## config.mk

```make
export PLATFORM = sky130hd
export DESIGN_NAME = frame_beeper_flat
export DESIGN_NICKNAME = d
export VERILOG_FILES = /design/src/rtl/frame_beeper_if.sv /design/src/rtl/frame_beeper.sv /design/src/flat_wrapper.sv
export SDC_FILE = /design/constraint.sdc
export NUM_CORES = 1
export LEC_CHECK = 0
export BUFFER_PORTS_ARGS = -buffer_cell sky130_fd_sc_hd__buf_2
export CAP_MARGIN = 10
export CORE_MARGIN = 5
export CORE_UTILIZATION = 55
export DETAILED_ROUTE_END_ITERATION = 6
export PLACE_DENSITY_LB_ADDON = 0.08
export SYNTH_ARGS = -nofsm -noshare
export SYNTH_HDL_FRONTEND = slang
export SYNTH_SLANG_ARGS = --single-unit
```

## constraint.sdc

```tcl
create_clock -name pixel_clock -period 2.48 [get_ports pixel_clock]
set_input_delay 0.124 -clock pixel_clock [delete_from_list [all_inputs] [get_ports pixel_clock]]
set_output_delay 0.124 -clock pixel_clock [all_outputs]
set_load 0.03 [all_outputs]
```

## src/rtl/frame_beeper_if.sv

```systemverilog
// Sync inputs, enable and PCM outputs of the frame-locked beep generator.
// The video/control side is the master, the beeper is the slave.
interface frame_beeper_if;
    logic               vs;
    logic               hs;
    logic               enable;
    logic signed [15:0] audio_l;
    logic signed [15:0] audio_r;
    logic               beep_active;

    modport master (output vs, hs, enable, input audio_l, audio_r, beep_active);
    modport slave  (input vs, hs, enable, output audio_l, audio_r, beep_active);
endinterface

```

## src/rtl/frame_beeper.sv

```systemverilog
// Frame-synchronised square-wave beep with a line-driven linear decay envelope.
// Every FRAMES_PER_BEEP frame starts a burst of BEEP_FRAMES frames is emitted.
module frame_beeper #(
    parameter bit SYNC_POL        = 1'b0,
    parameter int PHASE_W         = 24,
    parameter int TONE_INC        = 295,
    parameter int FRAMES_PER_BEEP = 60,
    parameter int BEEP_FRAMES     = 6,
    parameter int DECAY_LINES     = 32
) (
    input  logic          pixel_clock,
    input  logic          reset,
    frame_beeper_if.slave bus
);
    localparam int FC_W = (FRAMES_PER_BEEP > 1) ? $clog2(FRAMES_PER_BEEP) : 1;
    localparam int BC_W = $clog2(BEEP_FRAMES + 1);
    localparam int LC_W = (DECAY_LINES > 1) ? $clog2(DECAY_LINES) : 1;

    localparam logic [FC_W-1:0]    FC_LAST = FC_W'(FRAMES_PER_BEEP - 1);
    localparam logic [BC_W-1:0]    BC_END  = BC_W'(BEEP_FRAMES);
    localparam logic [LC_W-1:0]    LC_LAST = LC_W'(DECAY_LINES - 1);
    localparam logic [PHASE_W-1:0] PH_INC  = PHASE_W'(TONE_INC);

    typedef enum logic {IDLE, BEEP} state_t;

    state_t             state;
    logic               vs_q, hs_q;
    logic [FC_W-1:0]    frame_cnt;
    logic [BC_W-1:0]    beep_cnt;
    logic [LC_W-1:0]    line_cnt;
    logic [7:0]         amp;
    logic [PHASE_W-1:0] phase;
    logic [15:0]        audio;
    logic               active;

    logic               vs_start, hs_start, trigger;
    logic [BC_W-1:0]    beep_cnt_nx;
    logic [15:0]        mag;

    assign vs_start    = (bus.vs == SYNC_POL) && (vs_q != SYNC_POL);
    assign hs_start    = (bus.hs == SYNC_POL) && (hs_q != SYNC_POL);
    assign trigger     = vs_start && (frame_cnt == FC_LAST);
    assign beep_cnt_nx = beep_cnt + BC_W'(1);
    assign mag         = {1'b0, amp, 7'b0};

    always_ff @(posedge pixel_clock) begin
        if (reset) begin
            state     <= IDLE;
            vs_q      <= ~SYNC_POL;
            hs_q      <= ~SYNC_POL;
            frame_cnt <= '0;
            beep_cnt  <= '0;
            line_cnt  <= '0;
            amp       <= '0;
            phase     <= '0;
            audio     <= '0;
            active    <= 1'b0;
        end else begin
            vs_q <= bus.vs;
            hs_q <= bus.hs;

            // Frame divider keeps running so the beep cadence stays frame-locked
            if (vs_start)
                frame_cnt <= (frame_cnt == FC_LAST) ? '0 : frame_cnt + FC_W'(1);

            active <= (state == BEEP);
            if (state == BEEP)
                audio <= phase[PHASE_W-1] ? -mag : mag;
            else
                audio <= '0;

            if (state == IDLE) begin
                if (trigger && bus.enable) begin
                    state    <= BEEP;
                    amp      <= 8'd255;
                    phase    <= '0;
                    beep_cnt <= '0;
                    line_cnt <= '0;
                end
            end else if (!bus.enable) begin
                state <= IDLE;
            end else if (trigger) begin
                amp      <= 8'd255;
                phase    <= '0;
                beep_cnt <= '0;
                line_cnt <= '0;
            end else begin
                phase <= phase + PH_INC;
                if (hs_start) begin
                    if (line_cnt == LC_LAST) begin
                        line_cnt <= '0;
                        amp      <= (amp == 8'd0) ? 8'd0 : amp - 8'd1;
                    end else begin
                        line_cnt <= line_cnt + LC_W'(1);
                    end
                end
                if (vs_start) begin
                    beep_cnt <= beep_cnt_nx;
                    if (beep_cnt_nx == BC_END)
                        state <= IDLE;
                end
            end
        end
    end

    assign bus.audio_l     = audio;
    assign bus.audio_r     = audio;
    assign bus.beep_active = active;
endmodule

```

## src/flat_wrapper.sv

```systemverilog
// flat-port wrapper written by rule: the top's interface ports become plain ports
module frame_beeper_flat 
#(
    parameter bit SYNC_POL        = 1'b0,
    parameter int PHASE_W         = 24,
    parameter int TONE_INC        = 295,
    parameter int FRAMES_PER_BEEP = 60,
    parameter int BEEP_FRAMES     = 6,
    parameter int DECAY_LINES     = 32
)
  (pixel_clock, reset, bus_vs, bus_hs, bus_enable, bus_audio_l, bus_audio_r, bus_beep_active);
  frame_beeper_if bus_i ();
  input  logic pixel_clock;
  input  logic reset;
  input wire logic [$bits(bus_i.vs)-1:0] bus_vs;
  input wire logic [$bits(bus_i.hs)-1:0] bus_hs;
  input wire logic [$bits(bus_i.enable)-1:0] bus_enable;
  output wire logic [$bits(bus_i.audio_l)-1:0] bus_audio_l;
  output wire logic [$bits(bus_i.audio_r)-1:0] bus_audio_r;
  output wire logic [$bits(bus_i.beep_active)-1:0] bus_beep_active;
  assign bus_i.vs = bus_vs;
  assign bus_i.hs = bus_hs;
  assign bus_i.enable = bus_enable;
  assign bus_audio_l = bus_i.audio_l;
  assign bus_audio_r = bus_i.audio_r;
  assign bus_beep_active = bus_i.beep_active;
  frame_beeper #(.SYNC_POL(SYNC_POL), .PHASE_W(PHASE_W), .TONE_INC(TONE_INC), .FRAMES_PER_BEEP(FRAMES_PER_BEEP), .BEEP_FRAMES(BEEP_FRAMES), .DECAY_LINES(DECAY_LINES)) u_core (.pixel_clock(pixel_clock), .reset(reset), .bus(bus_i));
endmodule
```

==> run_summary.xml, run 1 <==
<?xml version="1.0" encoding="UTF-8"?>
<metrics>
  <group name="routing">
    <metric name="drt_pass1_iterations" unit="">4</metric>
    <metric name="route.antenna.remaining_nets" unit="">0</metric>
    <metric name="drt-total-wl" unit="um">6760</metric>
    <metric name="detail_route.wl_per_cell" unit="um">13.9</metric>
    <metric name="drt_iter0_markers" unit="">213</metric>
    <metric name="route.detailed.vias_per_inst" unit="">5.81</metric>
    <metric name="drc" unit="">0</metric>
    <metric name="vias" unit="">2817</metric>
  </group>
  <group name="die">
    <metric name="core-area" unit="um^2">5510</metric>
    <metric name="dieArea" unit="um^2">7240</metric>
    <metric name="die_width" unit="um">85.1</metric>
    <metric name="std_cell_rows" unit="">27</metric>
    <metric name="die_y" unit="um">85.1</metric>
    <metric name="design.portCount" unit="">38</metric>
    <metric name="initial_utilization" unit="%">56.3</metric>
  </group>
  <group name="final_layout">
    <metric name="final_area" unit="um^2">3380</metric>
    <metric name="mostFrequentLayoutCells" unit="">59 x sky130_fd_sc_hd__dfxtp_1, 45 x sky130_fd_sc_hd__nor2_1, 39 x sky130_fd_sc_hd__nand2_1, 23 x sky130_fd_sc_hd__buf_2, 22 x sky130_fd_sc_hd__o21ai_0</metric>
    <metric name="layout_cells_sized_above_1" unit="%">13.6</metric>
    <metric name="fill_cells" unit="">519</metric>
    <metric name="synthToLayoutAreaGrowth" unit="%">9.00</metric>
    <metric name="finalCoreUtilization" unit="%">61.3</metric>
    <metric name="antenna-diode-count" unit="">0</metric>
    <metric name="finalNetCount" unit="">421</metric>
    <metric name="area.sequential" unit="um^2">1180</metric>
    <metric name="multi_input_area" unit="um^2">1660</metric>
    <metric name="fin_cells" unit="">485</metric>
    <metric name="mostFrequentLayoutCell" unit="">sky130_fd_sc_hd__dfxtp_1</metric>
  </group>
  <group name="yosys">
    <metric name="main_combinational_cell_family_by_area_after_synthesis" unit="">simple AND/OR/NAND/NOR gates</metric>
    <metric name="synth.cell_area" unit="um^2">3100</metric>
    <metric name="synth.top_cell.area_share" unit="%">38.1</metric>
    <metric name="synth_simple_gate_area_share" unit="%">27.1</metric>
    <metric name="synth_compound_area_share" unit="%">18.0</metric>
    <metric name="mux_contribution_to_synthesized_area" unit="%">0.969</metric>
    <metric name="synthAdderAreaFrac" unit="%">3.23</metric>
    <metric name="yosysTopAreaCell" unit="">sky130_fd_sc_hd__dfxtp_1</metric>
    <metric name="synth_cell_types" unit="">52</metric>
    <metric name="synth_sequential_area_ratio" unit="%">38.1</metric>
    <metric name="ys_top_cells_by_area" unit="">sky130_fd_sc_hd__dfxtp_1 38%, sky130_fd_sc_hd__buf_4 5.6%, sky130_fd_sc_hd__nor2_1 5.5%, sky130_fd_sc_hd__nand2_1 4.7%, sky130_fd_sc_hd__o21ai_0 3.6%</metric>
    <metric name="synthesis.area_per_instance" unit="um^2">7.95</metric>
    <metric name="number_of_storage_elements_in_the_synthesis_netlist" unit="">59</metric>
    <metric name="synth_warnings" unit="">0</metric>
    <metric name="synth-xor-area-share" unit="%">2.54</metric>
    <metric name="post_synth_inst_count" unit="">390</metric>
  </group>
  <group name="setup_path">
    <metric name="cp.required" unit="ns">2.76</metric>
    <metric name="criticalPathCategory" unit="">reg2reg</metric>
    <metric name="cp_data_arrival_time" unit="ns">2.44</metric>
    <metric name="critical_path.endpoint_type" unit="">flip-flop</metric>
    <metric name="setup_slack_of_the_most_critical_reg_to_reg_path" unit="ns">0.33</metric>
    <metric name="critPathLaunchType" unit="">flip-flop</metric>
    <metric name="crit_path_max_fanout" unit="">11</metric>
  </group>
  <group name="cts">
    <metric name="clockBufferDepth" unit="">2</metric>
    <metric name="cts_hold_repair.buffers" unit="">2</metric>
    <metric name="numClockSinks" unit="">59</metric>
    <metric name="cts_tree" unit="">yes</metric>
    <metric name="worstSkewPairLatency" unit="ns">0.34</metric>
    <metric name="root_buffer" unit="">sky130_fd_sc_hd__clkbuf_8</metric>
    <metric name="cts-buffers-inserted" unit="">9</metric>
    <metric name="cts_setup_buffers" unit="">0</metric>
    <metric name="ctsResizeCount" unit="">0</metric>
    <metric name="h-tree-depth" unit="">3</metric>
    <metric name="worst_setup_hold_path_clk_slew" unit="ns">0.07</metric>
  </group>
  <group name="sta">
    <metric name="hold_viol" unit="">0</metric>
    <metric name="final.period_utilization" unit="%">86.9</metric>
    <metric name="slew_viol_final" unit="">0</metric>
    <metric name="rsz0062_at_grt" unit="">false</metric>
    <metric name="setup_viol" unit="">0</metric>
    <metric name="final.min_clock_period" unit="ns">2.15</metric>
    <metric name="timing.hold.ws" unit="ns">0.145</metric>
    <metric name="tightest_slew" unit="ns">0.855</metric>
    <metric name="slew_headroom" unit="%">42.7</metric>
    <metric name="tns" unit="ns">0</metric>
    <metric name="skew" unit="ns">0.00833</metric>
    <metric name="fmaxAchievable" unit="GHz">0.464</metric>
  </group>
  <group name="global_routing">
    <metric name="via_count_of_the_first_global_routing_pass" unit="">2477</metric>
    <metric name="grt_pass1_wl" unit="um">11400</metric>
    <metric name="antenna_found_initial" unit="">0</metric>
    <metric name="globalRouteTotalUtil" unit="%">19.1</metric>
    <metric name="largest_net_degree_at_the_start_of_global_routing" unit="">28</metric>
    <metric name="grt_overflow_total" unit="">0</metric>
  </group>
  <group name="pwr">
    <metric name="vdd.ir_drop.worst" unit="mV">0.400</metric>
    <metric name="cellPowerDensity" unit="nW/um^2">565</metric>
    <metric name="p_leak" unit="nW">1.32</metric>
  </group>
  <group name="placement">
    <metric name="placed_area" unit="um^2">3160</metric>
    <metric name="dpl.cell_count" unit="">467</metric>
    <metric name="place_congestion" unit="">0.843</metric>
    <metric name="dpl.hpwl" unit="um">4630</metric>
    <metric name="placement.io_buffers" unit="">23</metric>
  </group>
  <group name="flow_run">
    <metric name="timing.max_cap.violations" unit="">0</metric>
  </group>
  <group name="outcome">
    <metric name="run_status" unit="">finished clean</metric>
  </group>
  <group name="min_path">
    <metric name="hold_path_class" unit="">in2reg</metric>
  </group>
</metrics>
[worst max-delay path: stages, from the launching register on]
cell	delay (ns)
sky130_fd_sc_hd__dfxtp_1	0.33
sky130_fd_sc_hd__ha_1	0.24
sky130_fd_sc_hd__nand3b_1	0.24
sky130_fd_sc_hd__o211ai_1	0.40
sky130_fd_sc_hd__nor2_1	0.18
sky130_fd_sc_hd__or4b_2	0.60
sky130_fd_sc_hd__nand3_1	0.10
[area by class of cell]
type,count,area share [%]
clock inverter,5,1.56
tap,72,2.67
sequential,59,35.0
timing repair buffer,33,5.78
clock buffer,11,4.19
inverter,16,1.78
multi-input combinational,289,49.1
[state kept, by name, summed over array words and instances (netlist names), 3 cells and up]
signal              count
u_core.phase           24
u_core.beep_cnt         3
u_core.amp              8
u_core.frame_cnt        6
u_core.bus.audio_l      9
u_core.line_cnt         5
[layer usage]
layer  track usage [%]  share of wire [%]
met2              30.6                 46
met1              25.2                 46
met4              7.34                1.6
met3              3.69                6.3
met5                 0                  0
[where the power goes]
group | total [W] | switching, W | leakage [nW] | internal (W)
logic | 0.0000768 | 0.0000589 | 0.742 | 0.0000179
clock network | 0.000876 | 0.000390 | 0.0991 | 0.000486
registers | 0.000956 | 0.00000372 | 0.476 | 0.000952
[cells in the mapped netlist (all sizes together)]
| master | number |
|---|---|
| a211oi | 2 |
| a21boi | 2 |
| a21o | 3 |
| a21oi | 21 |
| a22o | 1 |
| a22oi | 1 |
| a311oi | 2 |
| a31oi | 11 |
| a41oi | 1 |
| and2 | 2 |
| and3 | 3 |
| and4b | 1 |
| buf | 27 |
| clkbuf | 12 |
| conb | 1 |
| dfxtp | 59 |
| ha | 8 |
| inv | 16 |
| mux2i | 3 |
| nand2 | 39 |
| nand2b | 2 |
| nand3 | 19 |
| nand3b | 3 |
| nand4 | 9 |
| nand4b | 2 |
| nor2 | 45 |
| nor2b | 4 |
| nor3 | 11 |
| nor3b | 2 |
| nor4 | 8 |
| o2111ai | 1 |
| o211ai | 6 |
| o21ai | 24 |
| o221a | 1 |
| o22ai | 1 |
| o311ai | 1 |
| o31ai | 8 |
| o41ai | 2 |
| or2 | 3 |
| or3 | 8 |
| or4 | 4 |
| or4b | 2 |
| xnor2 | 3 |
| xor2 | 6 |
[kinds of logic after synthesis]
group / Yosys count
adder cells (fa/ha/maj): 8
XOR/XNOR: 9
AND/OR/NAND/NOR: 167
multiplexers: 3
flip-flops: 59
buffers and inverters: 55
AO/OA/AOI/OAI: 88
other: 1
[final timing paths]
kind	from	to	cells past startpoint
setup / recovery	u_core.frame_cnt[0]	u_core.phase[23]	6
setup reg to reg	u_core.frame_cnt[0]	u_core.phase[23]	6
hold / removal	bus_enable	u_core.line_cnt[2]	2
hold reg to reg	u_core.line_cnt[3]	u_core.line_cnt[3]	1
[through the flow]
stage          total power [W]  setup WS [ns]
3_3_place_gp           0.00105          0.448
6_report               0.00191          0.326
3_5_place_dp           0.00105          0.376
2_1_floorplan          0.00105          0.512
5_1_grt                0.00197          0.155
4_1_cts                0.00192          0.339
(Power assumes the default switching activity.)
==> inputs of run 2 (changes only) <==
Settings changed: ABC_AREA from default to 1, CTS_CLUSTER_DIAMETER from default to 40.
==> run 2 against run 1 <==
  * Clock-buffer cell count down 1
  * Critical endpoint is now u_core.phase[0]
  * Global-route usage up 1.3 points
  * Largest cell class unchanged
  * Die area up 10%
==> run_summary.xml, run 2 <==
<?xml version="1.0" encoding="UTF-8"?>
<metrics>
  <group name="cts">
    <metric name="worst_setup_hold_path_clk_slew" unit="ns">0.07</metric>
    <metric name="root_buffer" unit="">sky130_fd_sc_hd__clkbuf_8</metric>
    <metric name="ctsResizeCount" unit="">0</metric>
    <metric name="worstSkewPairLatency" unit="ns">0.34</metric>
    <metric name="numClockSinks" unit="">59</metric>
    <metric name="clockBufferDepth" unit="">2</metric>
    <metric name="cts_tree" unit="">yes</metric>
    <metric name="h-tree-depth" unit="">3</metric>
    <metric name="cts-buffers-inserted" unit="">9</metric>
  </group>
  <group name="yosys">
    <metric name="yosys_most_used_dff" unit="">sky130_fd_sc_hd__dfxtp_1</metric>
    <metric name="synth_cell_types" unit="">35</metric>
    <metric name="number_of_storage_elements_in_the_synthesis_netlist" unit="">59</metric>
    <metric name="ys_top_cells_by_area" unit="">sky130_fd_sc_hd__dfxtp_1 34%, sky130_fd_sc_hd__nand2_1 12%, sky130_fd_sc_hd__nand3_1 9.0%, sky130_fd_sc_hd__inv_1 6.8%, sky130_fd_sc_hd__a21oi_1 5.9%</metric>
    <metric name="synth_warnings" unit="">0</metric>
    <metric name="synth.top_cells.by_count" unit="">110 x sky130_fd_sc_hd__nand2_1, 63 x sky130_fd_sc_hd__inv_1, 62 x sky130_fd_sc_hd__nand3_1, 59 x sky130_fd_sc_hd__dfxtp_1, 47 x sky130_fd_sc_hd__nor2_1</metric>
    <metric name="synth.cell_area" unit="um^2">3460</metric>
    <metric name="edff_count_synth" unit="">0</metric>
    <metric name="yosysTopAreaCell" unit="">sky130_fd_sc_hd__dfxtp_1</metric>
    <metric name="synthMostInstantiatedCell" unit="">sky130_fd_sc_hd__nand2_1</metric>
    <metric name="synth-async-reset-ratio" unit="%">0</metric>
    <metric name="post_synth_inst_count" unit="">508</metric>
    <metric name="synthesis.area_per_instance" unit="um^2">6.81</metric>
    <metric name="synth_sequential_area_ratio" unit="%">34.1</metric>
    <metric name="synth.top_cell.area_share" unit="%">34.1</metric>
  </group>
  <group name="sta">
    <metric name="tns" unit="ns">0</metric>
    <metric name="setup_viol" unit="">0</metric>
    <metric name="slew_viol_final" unit="">0</metric>
    <metric name="final.period_utilization" unit="%">71.8</metric>
    <metric name="tightest_slew" unit="ns">0.532</metric>
    <metric name="final_critical_path_setup_slack" unit="ns">0.698</metric>
    <metric name="slew_headroom" unit="%">64.3</metric>
    <metric name="fmaxAchievable" unit="GHz">0.561</metric>
    <metric name="skew" unit="ns">0.00807</metric>
    <metric name="rsz0062_at_grt" unit="">false</metric>
    <metric name="final.min_clock_period" unit="ns">1.78</metric>
    <metric name="hold_viol" unit="">0</metric>
  </group>
  <group name="final_layout">
    <metric name="fill_cells" unit="">579</metric>
    <metric name="area.sequential" unit="um^2">1180</metric>
    <metric name="antenna-diode-count" unit="">0</metric>
    <metric name="layout_cells_sized_above_1" unit="%">12.5</metric>
    <metric name="largest_reg_flops" unit="">24</metric>
    <metric name="mostFrequentLayoutCells" unit="">110 x sky130_fd_sc_hd__nand2_1, 63 x sky130_fd_sc_hd__inv_1, 62 x sky130_fd_sc_hd__nand3_1, 59 x sky130_fd_sc_hd__dfxtp_1, 47 x sky130_fd_sc_hd__nor2_1</metric>
    <metric name="mostFrequentLayoutCell" unit="">sky130_fd_sc_hd__nand2_1</metric>
    <metric name="largest_register" unit="">u_core.phase</metric>
    <metric name="multi_input_area" unit="um^2">1820</metric>
    <metric name="synthToLayoutAreaGrowth" unit="%">8.35</metric>
    <metric name="finalNetCount" unit="">537</metric>
  </group>
  <group name="setup_path">
    <metric name="cpPeakStageDelay" unit="ns">0.37</metric>
    <metric name="setup_slack_of_the_most_critical_reg_to_reg_path" unit="ns">0.70</metric>
    <metric name="r2r_start" unit="">u_core.frame_cnt[0]</metric>
    <metric name="crit_path_max_fanout" unit="">18</metric>
    <metric name="critical_path_cell_sequence" unit="">ha_1 -&gt; inv_1 -&gt; nor2_4 -&gt; nand3_4 -&gt; inv_4 -&gt; nand2_4 -&gt; nand2_2 -&gt; inv_2 -&gt; o21ai_0 -&gt; a21oi_1</metric>
    <metric name="worstRegToRegCells" unit="">10</metric>
    <metric name="timing.critical_path.slowest_stage_cell" unit="">sky130_fd_sc_hd__dfxtp_1</metric>
    <metric name="criticalPathCategory" unit="">reg2reg</metric>
    <metric name="critPathLaunchType" unit="">flip-flop</metric>
    <metric name="rr_endpoint" unit="">u_core.phase[0]</metric>
    <metric name="cp.required" unit="ns">2.70</metric>
    <metric name="cp_data_arrival_time" unit="ns">2.00</metric>
    <metric name="critical_path.endpoint_type" unit="">flip-flop</metric>
  </group>
  <group name="global_routing">
    <metric name="via_count_of_the_first_global_routing_pass" unit="">2759</metric>
    <metric name="grt_overflow_total" unit="">0</metric>
    <metric name="largest_net_degree_at_the_start_of_global_routing" unit="">21</metric>
    <metric name="antenna_found_initial" unit="">0</metric>
    <metric name="globalRouteTotalUtil" unit="%">20.4</metric>
    <metric name="grt_pass1_wl" unit="um">12800</metric>
  </group>
  <group name="die">
    <metric name="dieArea" unit="um^2">7980</metric>
    <metric name="initial_utilization" unit="%">57.4</metric>
    <metric name="die_width" unit="um">89.3</metric>
    <metric name="core-area" unit="um^2">6030</metric>
    <metric name="design.portCount" unit="">38</metric>
    <metric name="die_y" unit="um">89.3</metric>
    <metric name="std_cell_rows" unit="">28</metric>
  </group>
  <group name="routing">
    <metric name="route.antenna.remaining_nets" unit="">0</metric>
    <metric name="drt_iter0_markers" unit="">225</metric>
    <metric name="detail_route.wl_per_cell" unit="um">12.5</metric>
    <metric name="drt-total-wl" unit="um">7540</metric>
    <metric name="drt_pass1_iterations" unit="">4</metric>
    <metric name="route.detailed.vias_per_inst" unit="">5.23</metric>
    <metric name="drc" unit="">0</metric>
    <metric name="vias" unit="">3161</metric>
  </group>
  <group name="placement">
    <metric name="dpl_worst_slack" unit="ns">0.698</metric>
    <metric name="placement.io_buffers" unit="">23</metric>
    <metric name="place_congestion" unit="">0.839</metric>
    <metric name="dpl.hpwl" unit="um">5360</metric>
  </group>
  <group name="flow_run">
    <metric name="timing.max_cap.violations" unit="">0</metric>
  </group>
  <group name="pwr">
    <metric name="vdd.ir_drop.worst" unit="mV">0.377</metric>
    <metric name="cellPowerDensity" unit="nW/um^2">569</metric>
    <metric name="p_leak" unit="nW">1.63</metric>
  </group>
  <group name="min_path">
    <metric name="hold_path_class" unit="">in2reg</metric>
    <metric name="whs_endpoint" unit="">u_core.hs_q</metric>
    <metric name="min_path_cells" unit="">3</metric>
    <metric name="hold_path.startpoint" unit="">bus_hs</metric>
  </group>
  <group name="outcome">
    <metric name="run_status" unit="">finished clean</metric>
  </group>
</metrics>
==> run 2: cell count changes in the layout (fill, tap and decap cells not counted), sizes merged, moves of 7 or more <==
cell,change
o31ai,-8
nor4,-8
nand3,+44
a31oi,-11
inv,+55
nand2,+80
a21oi,+24
or3,-8
buf,-7
==> run 2: repair_timing <==
| item | CTS | global route |
|---|---|---|
| hold buffers | 1 | 0 |
| setup buffers | 0 | 0 |
| endpoints found under the hold margin | 1 | 0 |
==> run 2: power breakdown <==
part	total [W]	switching, W	internal (W)
Combinational	0.0000711	0.0000580	0.0000131
Sequential	0.000957	0.00000435	0.000952
Clock	0.00111	0.000410	0.000697
Total	0.00213	0.000472	0.00166
==> run 2: metal layers <==
metal  vias to the layer above  part of all wire [%]  GRT usage (%)
met5                         -                     0              0
met4                         0                   1.2           7.71
met3                        10                   6.1           3.04
met2                        81                    45           31.6
met1                      1438                    48           28.5
li1                       1632                     -              -
==> run 2: worst max path at each step <==
stage                   startpoint              end  depth (start not counted)
2_1_floorplan   u_core.line_cnt[0]    u_core.amp[0]                          7
6_report       u_core.frame_cnt[0]  u_core.phase[0]                         10
5_1_grt        u_core.frame_cnt[0]  u_core.phase[9]                         10
3_5_place_dp   u_core.frame_cnt[0]  u_core.phase[0]                         10
3_3_place_gp   u_core.frame_cnt[0]  u_core.phase[0]                         10
4_1_cts        u_core.frame_cnt[0]  u_core.phase[0]                         10
==> run 2: cell families after synthesis <==
family	count (synthesis)	synth area share, %
AND/OR/NAND/NOR	256	34.4
buffers and inverters	104	14.7
adder cells (fa/ha/maj)	8	2.89
XOR/XNOR	12	3.04
other	1	0.108
flip-flops	59	34.1
AO/OA/AOI/OAI	68	10.7
==> run 2: cell type report <==
class	instances	area share, %
sequential	59	31.5
timing repair buffer	25	3.54
multi-input combinational	358	48.5
clock buffer	10	3.67
inverter	71	7.31
clock inverter	6	2.97
tap	75	2.50
==> run 2: metrics by stage <==
stage                     power [W]  utilization [%]  instances  area (um^2)  hold slack, ns
after detailed placement    0.00105             57.9        587         3490           0.346
after global routing        0.00220             62.2        604         3750          0.0412
after global placement      0.00105             57.9        587         3490           0.348
after floorplan             0.00105                -        521         3510           0.221
after CTS                   0.00215             62.2        604         3750          0.0157
final                       0.00213             62.2        604         3750          0.0202
==> run 2: worst max-delay path, delay by kind of cell (launching register included) <==
family	cells	cell delay [ns]
buffers and inverters	3	0.31
flip-flops	1	0.37
AND/OR/NAND/NOR	4	0.59
AO/OA/AOI/OAI	2	0.23
adder cells (fa/ha/maj)	1	0.15
==> inputs of run 3 (changes only) <==
Clock period 2.48 ns to 1.65 ns, I/O delays scaled along.
==> run 3 against run 2 <==
  * Critical path type is now in2reg
  * Cell count rose by 3.0%
  * Highest routed layer unchanged
  * Via count increased by 1.2%
  * Critical endpoint is now u_core.line_cnt[2]
  * Largest power group unchanged
  * Routed wire length increased by 0.12%
  * Sequential power increased by 50%
  * Non-clock buffer count grew 19
  * Final area is 5.5% higher
==> run_summary.xml, run 3 (same netlist as run 2, synthesis figures left out) <==
<?xml version="1.0" encoding="UTF-8"?>
<metrics>
  <group name="outcome">
    <metric name="run_status" unit="">finished clean</metric>
  </group>
  <group name="setup_path">
    <metric name="cp.required" unit="ns">1.88</metric>
    <metric name="timing.critical_path.slowest_stage_cell" unit="">sky130_fd_sc_hd__dlygate4sd3_1</metric>
    <metric name="critical_path_cell_sequence" unit="">dlygate4sd3_1 -&gt; buf_2 -&gt; inv_2 -&gt; nand2_4 -&gt; nor2_4 -&gt; nand3_4 -&gt; inv_4 -&gt; nand2_4 -&gt; nand2_4 -&gt; inv_2 -&gt; nand2_2 -&gt; o21ai_1 -&gt; o21ai_1 -&gt; inv_1</metric>
    <metric name="critical_path.most_common_cell" unit="">sky130_fd_sc_hd__nand2_4</metric>
    <metric name="critical_path.endpoint_type" unit="">flip-flop</metric>
    <metric name="crit_path_max_fanout" unit="">7</metric>
    <metric name="cp_data_arrival_time" unit="ns">1.78</metric>
    <metric name="origin_of_the_worst_setup_path" unit="">bus_vs</metric>
    <metric name="r2r_start" unit="">u_core.frame_cnt[0]</metric>
    <metric name="critPathLaunchType" unit="">input pin</metric>
    <metric name="criticalPathCategory" unit="">in2reg</metric>
    <metric name="cpPeakStageDelay" unit="ns">0.55</metric>
    <metric name="path_delay_family" unit="">buffers and inverters</metric>
    <metric name="critical_path_buf_inv_count" unit="">6</metric>
  </group>
  <group name="global_routing">
    <metric name="globalRouteTotalUtil" unit="%">21.0</metric>
    <metric name="grt_pass1_wl" unit="um">13300</metric>
    <metric name="largest_net_degree_at_the_start_of_global_routing" unit="">17</metric>
    <metric name="grt_overflow_total" unit="">0</metric>
    <metric name="antenna_found_initial" unit="">0</metric>
    <metric name="via_count_of_the_first_global_routing_pass" unit="">3001</metric>
  </group>
  <group name="placement">
    <metric name="placed_area" unit="um^2">3580</metric>
    <metric name="dpl.hpwl" unit="um">5530</metric>
    <metric name="placement.io_buffers" unit="">23</metric>
    <metric name="place_congestion" unit="">0.848</metric>
  </group>
  <group name="die">
    <metric name="core-area" unit="um^2">6030</metric>
    <metric name="initial_utilization" unit="%">57.4</metric>
    <metric name="dieArea" unit="um^2">7980</metric>
    <metric name="std_cell_rows" unit="">28</metric>
    <metric name="die_width" unit="um">89.3</metric>
    <metric name="design.portCount" unit="">38</metric>
    <metric name="die_y" unit="um">89.3</metric>
  </group>
  <group name="final_layout">
    <metric name="largest_reg_flops" unit="">24</metric>
    <metric name="largest_register" unit="">u_core.phase</metric>
    <metric name="layout_cells_sized_above_1" unit="%">17.6</metric>
    <metric name="mostFrequentLayoutCells" unit="">105 x sky130_fd_sc_hd__nand2_1, 63 x sky130_fd_sc_hd__inv_1, 62 x sky130_fd_sc_hd__nand3_1, 55 x sky130_fd_sc_hd__dfxtp_1, 46 x sky130_fd_sc_hd__nor2_1</metric>
    <metric name="antenna-diode-count" unit="">0</metric>
    <metric name="mostFrequentLayoutCell" unit="">sky130_fd_sc_hd__nand2_1</metric>
    <metric name="finalNetCount" unit="">556</metric>
    <metric name="final_area" unit="um^2">3960</metric>
    <metric name="synthToLayoutAreaGrowth" unit="%">14.3</metric>
  </group>
  <group name="pwr">
    <metric name="vdd.ir_drop.worst" unit="mV">0.500</metric>
    <metric name="p_leak" unit="nW">1.73</metric>
    <metric name="cellPowerDensity" unit="nW/um^2">840</metric>
    <metric name="overall_power_consumption" unit="W">0.00332</metric>
  </group>
  <group name="routing">
    <metric name="met2_wire_length" unit="um">3460</metric>
    <metric name="vias" unit="">3199</metric>
    <metric name="drt-total-wl" unit="um">7550</metric>
    <metric name="drt_pass1_iterations" unit="">5</metric>
    <metric name="route.antenna.remaining_nets" unit="">0</metric>
    <metric name="wl_met1" unit="um">3560</metric>
    <metric name="met3RoutedLength" unit="um">414</metric>
    <metric name="route.detailed.vias_per_inst" unit="">5.14</metric>
    <metric name="detail_route.wl_per_cell" unit="um">12.1</metric>
    <metric name="drc" unit="">0</metric>
    <metric name="highest_layer" unit="">met4</metric>
    <metric name="drt_iter0_markers" unit="">194</metric>
  </group>
  <group name="sta">
    <metric name="final.min_clock_period" unit="ns">1.55</metric>
    <metric name="final.period_utilization" unit="%">94.1</metric>
    <metric name="fmaxAchievable" unit="GHz">0.644</metric>
    <metric name="slew_viol_final" unit="">0</metric>
    <metric name="setup_viol" unit="">0</metric>
    <metric name="skew" unit="ns">0.00815</metric>
    <metric name="hold_viol" unit="">0</metric>
    <metric name="rsz0062_at_grt" unit="">true</metric>
  </group>
  <group name="cts">
    <metric name="root_buffer" unit="">sky130_fd_sc_hd__clkbuf_8</metric>
    <metric name="clockBufferDepth" unit="">2</metric>
    <metric name="numClockSinks" unit="">59</metric>
    <metric name="worstSkewPairLatency" unit="ns">0.34</metric>
    <metric name="worst_setup_hold_path_clk_slew" unit="ns">0.07</metric>
    <metric name="cts-buffers-inserted" unit="">9</metric>
    <metric name="cts_tree" unit="">yes</metric>
    <metric name="h-tree-depth" unit="">3</metric>
  </group>
  <group name="flow_run">
    <metric name="timing.max_cap.violations" unit="">0</metric>
  </group>
  <group name="min_path">
    <metric name="hold_path_class" unit="">in2reg</metric>
    <metric name="hold_path.startpoint" unit="">reset</metric>
  </group>
</metrics>
-- run 3: cell types whose count changed in the layout (fill, tap and decap cells not counted), moves of 2 or more --
cell and delta:
sky130_fd_sc_hd__buf_4 +17, sky130_fd_sc_hd__nand2_1 -5, sky130_fd_sc_hd__dfxtp_1 -4, sky130_fd_sc_hd__dfxtp_2 +4
sky130_fd_sc_hd__nand2_2 +3, sky130_fd_sc_hd__ha_1 -2, sky130_fd_sc_hd__ha_2 +2, sky130_fd_sc_hd__nand2_4 +2
-- run 3: layer usage --
layer  global-route usage (%)  up-vias
li1                         -     1667
met2                     33.5       84
met4                     9.07        0
met3                     3.78       13
met1                     27.7     1435
met5                        0        -
-- run 3: path summary, 6_finish.rpt --
check,to,slack (ns),cells after the start
worst max register to register,u_core.line_cnt[2],0.12,12
worst max-delay path,u_core.line_cnt[2],0.1,14
worst min register to register,u_core.line_cnt[4],0.47,2
worst min-delay path,u_core.line_cnt[1],0.03,2
-- run 3: what timing repair did --
action | 4_1_cts | 5_1_grt
gates resized for setup | 0 | 19
setup buffers | 0 | 6
setup endpoints to repair | 0 | 34
hold buffers | 2 | 0
endpoints found under the hold margin | 2 | 0
-- run 3: report_power, final --
| part | total [W] | internal, W | switching (W) | leakage (nW) |
|---|---|---|---|---|
| clock | 0.00177 | 0.00119 | 0.000580 | 0.132 |
| sequential | 0.00144 | 0.00143 | 0.00000698 | 0.478 |
| combinational | 0.000114 | 0.0000250 | 0.0000894 | 1.12 |
| total | 0.00332 | 0.00264 | 0.000677 | 1.73 |
-- run 3: cell type report --
cell class	count	area, um^2
fillers	511	2070
multi-input cells	358	1850
flip-flops and latches	59	1190
repair buffers	44	282
inverters	71	279
clock buffers	10	138
clock inverters	5	125
well taps	75	93.8
-- run 3: per-stage QoR --
stage                     worst slack, ns  setup TNS, ns  utilization (%)  hold WS, ns  instances
after floorplan                     0.182              0                -        0.180        521
after global placement             0.0926              0             59.4        0.285        599
after detailed placement           0.0242              0             59.4        0.291        599
after CTS                          0.0231              0             64.1       0.0280        616
after global routing              -0.0386         -0.113             65.6       0.0350        622
final                              0.0970              0             65.6       0.0265        622
